`config.mk`:
```
export PLATFORM = sky130hd
export DESIGN_NAME = f1_light_seq
export DESIGN_NICKNAME = d
export VERILOG_FILES = /design/src/rtl/f1_light_seq.sv
export SDC_FILE = /design/constraint.sdc
export NUM_CORES = 1
export LEC_CHECK = 0
export ABC_AREA = 1
export CAP_MARGIN = 0
export CORE_AREA = 2 2 39 41
export CTS_CLUSTER_DIAMETER = 60
export CTS_CLUSTER_SIZE = 16
export DETAILED_ROUTE_END_ITERATION = 16
export DIE_AREA = 0 0 41 43
export PLACE_DENSITY = 0.71
export SLEW_MARGIN = 10
export SYNTH_ARGS = -nofsm -noshare
export SYNTH_HDL_FRONTEND = slang
export SYNTH_SLANG_ARGS = --single-unit
```
`constraint.sdc`:
```
create_clock -name clk -period 1.2 [get_ports clk]
set_input_delay 0.36 -clock clk [delete_from_list [all_inputs] [get_ports clk]]
set_output_delay 0.36 -clock clk [all_outputs]
set_load 0.05 [all_outputs]
```
`src/rtl/f1_light_seq.sv`:
```
// Formula-1 style start-light sequencer: fills the lights one per tick, requests an
// external random delay, then blanks all lights and pulses go.
module f1_light_seq #(
    parameter int N_LIGHTS = 8,
    parameter int FILL_MSB = 0
) (
    input  logic                clk,
    input  logic                rst,
    input  logic                en,
    input  logic                trigger,
    input  logic                delay_done,
    output logic [N_LIGHTS-1:0] data_out,
    output logic                cmd_seq,
    output logic                cmd_delay,
    output logic                go
);

    localparam int CW = $clog2(N_LIGHTS + 1);
    localparam logic [CW-1:0] CNT_MAX = CW'(N_LIGHTS);

    typedef enum logic [2:0] {
        IDLE  = 3'd0,
        SEQ   = 3'd1,
        DREQ  = 3'd2,
        DWAIT = 3'd3,
        GO    = 3'd4
    } state_t;

    state_t        state;
    state_t        state_nxt;
    logic [CW-1:0] count;

    always_ff @(posedge clk) begin
        if (rst) begin
            state <= IDLE;
        end else begin
            state <= state_nxt;
        end
    end

    always_comb begin
        state_nxt = IDLE;
        case (state)
            IDLE:    state_nxt = trigger ? SEQ : IDLE;
            SEQ:     state_nxt = (en && count == CNT_MAX) ? DREQ : SEQ;
            DREQ:    state_nxt = DWAIT;
            DWAIT:   state_nxt = delay_done ? GO : DWAIT;
            GO:      state_nxt = IDLE;
            default: state_nxt = IDLE;
        endcase
    end

    always_comb begin
        cmd_seq   = 1'b0;
        cmd_delay = 1'b0;
        go        = 1'b0;
        case (state)
            SEQ:     cmd_seq   = 1'b1;
            DREQ:    cmd_delay = 1'b1;
            GO:      go        = 1'b1;
            default: ;
        endcase
    end

    // The count is cleared on the way into GO so the lights are already dark during the go pulse.
    always_ff @(posedge clk) begin
        if (rst) begin
            count <= '0;
        end else begin
            case (state)
                SEQ: begin
                    if (en && count < CNT_MAX) begin
                        count <= count + CW'(1);
                    end
                end
                DREQ:    count <= count;
                DWAIT:   count <= delay_done ? '0 : count;
                default: count <= '0;
            endcase
        end
    end

    always_comb begin
        data_out = '0;
        for (int i = 0; i < N_LIGHTS; i++) begin
            if (FILL_MSB != 0) begin
                data_out[i] = (i >= N_LIGHTS - int'(count));
            end else begin
                data_out[i] = (i < int'(count));
            end
        end
    end

endmodule

```
==> flow_summary.ini <==
[setup_path]
crit_required_ns = 0.84
r2r-start = state[2]
crit_slowest_cell = dfxtp_4
startpoint_type = register
r2r-end = count[3]
r2r_setup_slack_ns = 0.04
cp_top_family = flip-flops
crit_fanout = 3
crit_buf_inv = 1
crit_arrival_ns = 1.15
rr_worst_depth = 6
end_kind = output port
crit_start = count[1]
crit_path_max_incr_delay_ns = 0.36
path_cells = ha_4, or2_4, buf_8
critical_path_class = register to output port
path_depth = 3
cp-endpoint = data_out[2]

[floorplan]
die_w_microns = 41
die_h_microns = 43
die_area_sq_um = 1760
start_util_pct = 35.4
fp-row-count = 14
io_pins = 16
core-area_sq_um = 1380

[sta]
timing_hold_violations_final = 0
setup_viol = 11
skew_ns = 0.00326
setup_slack_ns = -0.312
fin_setup_tns_ns = -2.49
period_minus_slack_ns = 1.51
clock.fmax_mhz = 661
worst_pin_slew_ns = 0.271
slew_viol_final = 0
slew_headroom_pct = 81.9
fin_crit_sh_pct = 126
grt_setup_unrepaired = yes

[logic_synthesis]
ys.warnings.count = 0
synth_area_sq_um = 490
synth_cells = 73
synth_edf_count = 0
yosysTopAreaCell = dfxtp_1
ys_types = 18
syn-num-nets = 80
synthTopCellsByArea = dfxtp_1, nand2_1, nand3_1
syn_avg_cell_area_sq_um = 6.72
synth_seq_cells = 7
synthTopCellsByCount = nand2_1, nor2_1, dfxtp_1, nand3_1, inv_1
synth_top_cell_area_share_pct = 28.6
yosysMostFrequentCell = nand2_1
ys_async_sr_fraction_pct = 0
synth_seq_area_share_pct = 28.6
synthFlopType = dfxtp_1

[place]
globalplace.congestion = 0.849
hpwl_mm = 1.14
portBuffers = 15
pre_cts_slack_ns = -0.204
place_inst = 119

[global_route]
grt.met1_usage_pct = 23.9
grt_pass1_wl_mm = 2.34
use_met3_pct = 3.14
grt-busiest-layer = met2
antenna_found_initial = 0
grt_max_degree = 8
track_usage_pct = 19.6
grt_pass1_vias = 574
grt.met2_usage_pct = 29.1
grt-ovfl-total = 0

[pwr]
power.switching_mw = 0.339
max-vdd-ir-drop_v = 0.000580
power.share.clock_pct = 22.8
seqPwrFrac_pct = 27.9
power.leakage_nw = 0.496
p_int_mw = 0.584
p_per_area_nw_per_um2 = 823
p_comb_share_pct = 49.4
swShare_pct = 36.8

[drt]
via_per_inst = 4.83
detailroute.via_count = 618
drc = 0
wl_per_cell_microns = 12.8
drtIter0Drc = 8
dr.pass1.iters = 4
drt-total-wl_mm = 1.64
ant_nets = 0

[job]
max-cap-violations = 0

[status]
violations = negative setup slack
outcome = finished, violations left

[cts]
root_buffer = clkbuf_4
hold_buffers = 0
clockBufferDepth = 2
cts_inserted_buffers = 3
worstSkewPairLatency_ns = 0.25
tritoncts = done
clock_sinks = 7
clkTransAtPathRegs_ns = 0.05
h-tree-depth = 1

[layout]
seqCellArea_sq_um = 161
synthToLayoutAreaGrowth_pct = 129
fillers = 81
layoutNonFillerInstCount = 128
n_antenna_cell = 0
finalNetCount = 120
multi_input_area_sq_um = 429
drive_gt1_share_pct = 68.8

[worst_hold_path]
hp-class = primary input to register
==> worst register-to-register path, stage by stage (launching register included) <==
cell     delay [ns]
dfxtp_4        0.37
nor3_4         0.30
buf_6          0.18
nand2_2        0.04
nor2_1         0.08
nor2_1         0.04
nor2_1         0.08
==> state kept, by name, indices dropped and copies added (netlist names) <==
name   flops
count      4
state      3
==> power groups by stage <==
stage	combinational, mW	clock, mW	sequential (mW)
2_1_floorplan	0.218	0	0.262
3_3_place_gp	0.405	0	0.259
3_5_place_dp	0.410	0	0.259
4_1_cts	0.424	0.221	0.256
5_1_grt	0.479	0.239	0.258
6_report	0.456	0.210	0.257
==> cells in the final DEF, fill, tap and decap left out, drive strengths merged <==
cell,count
ha,2
clkinv,1
inv,9
dlymetal6s2s,1
clkbuf,4
or2,1
nor2,11
buf,32
dfxtp,7
nor3,4
a21oi,4
nand2,22
clkdlybuf4s50,3
nand3,9
o21ai,2
==> repair_timing <==
action                     CTS  global route
setup buffers                3             3
setup endpoints to repair   11            15
pin swaps                    3             9
gates resized for setup     12            16
==> how the worst min path moves through the flow <==
stage / start / endpoint / slack [ns] / cells past startpoint
finish: delay_done / state[2] / 0.52 / 4
global route: delay_done / state[2] / 0.52 / 4
CTS: count[0] / count[0] / 0.57 / 2
detailed placement: count[0] / count[0] / 0.53 / 2
global placement: count[0] / count[0] / 0.52 / 2
floorplan: rst / state[1] / 0.42 / 1
==> through the flow <==
stage / total power, mW / utilization, % / hold WS, ns / area (sq um)
3_3_place_gp: 0.663 / 69.8 / 0.522 / 966
4_1_cts: 0.901 / 76.0 / 0.566 / 1050
6_report: 0.923 / 81.0 / 0.519 / 1120
3_5_place_dp: 0.669 / 69.8 / 0.532 / 966
5_1_grt: 0.977 / 81.0 / 0.522 / 1120
2_1_floorplan: 0.480 / - / 0.419 / 586
==> cell families after synthesis <==
family / Yosys count / synth area share [%]
adders and majority gates: 2 / 5.10
AOI/OAI and AO/OA: 6 / 6.12
and+or+nand+nor: 47 / 50.8
buffers and inverters: 11 / 9.44
DFF: 7 / 28.6
==> cell type report <==
class	count	share of cell area, %
timing repair buffer	36	38.4
multi-input combinational	55	38.3
sequential	7	14.4
inverter	10	4.80
clock buffer	4	2.34
tap	16	1.79
==> per-layer routing <==
layer | part of all wire (%) | vias to the layer above
met5 | 0 | -
met4 | 2.1 | 0
met3 | 1.5 | 4
met2 | 54 | 11
met1 | 42 | 292
li1 | - | 311
No activity file was read; power rests on OpenSTA's default activity.
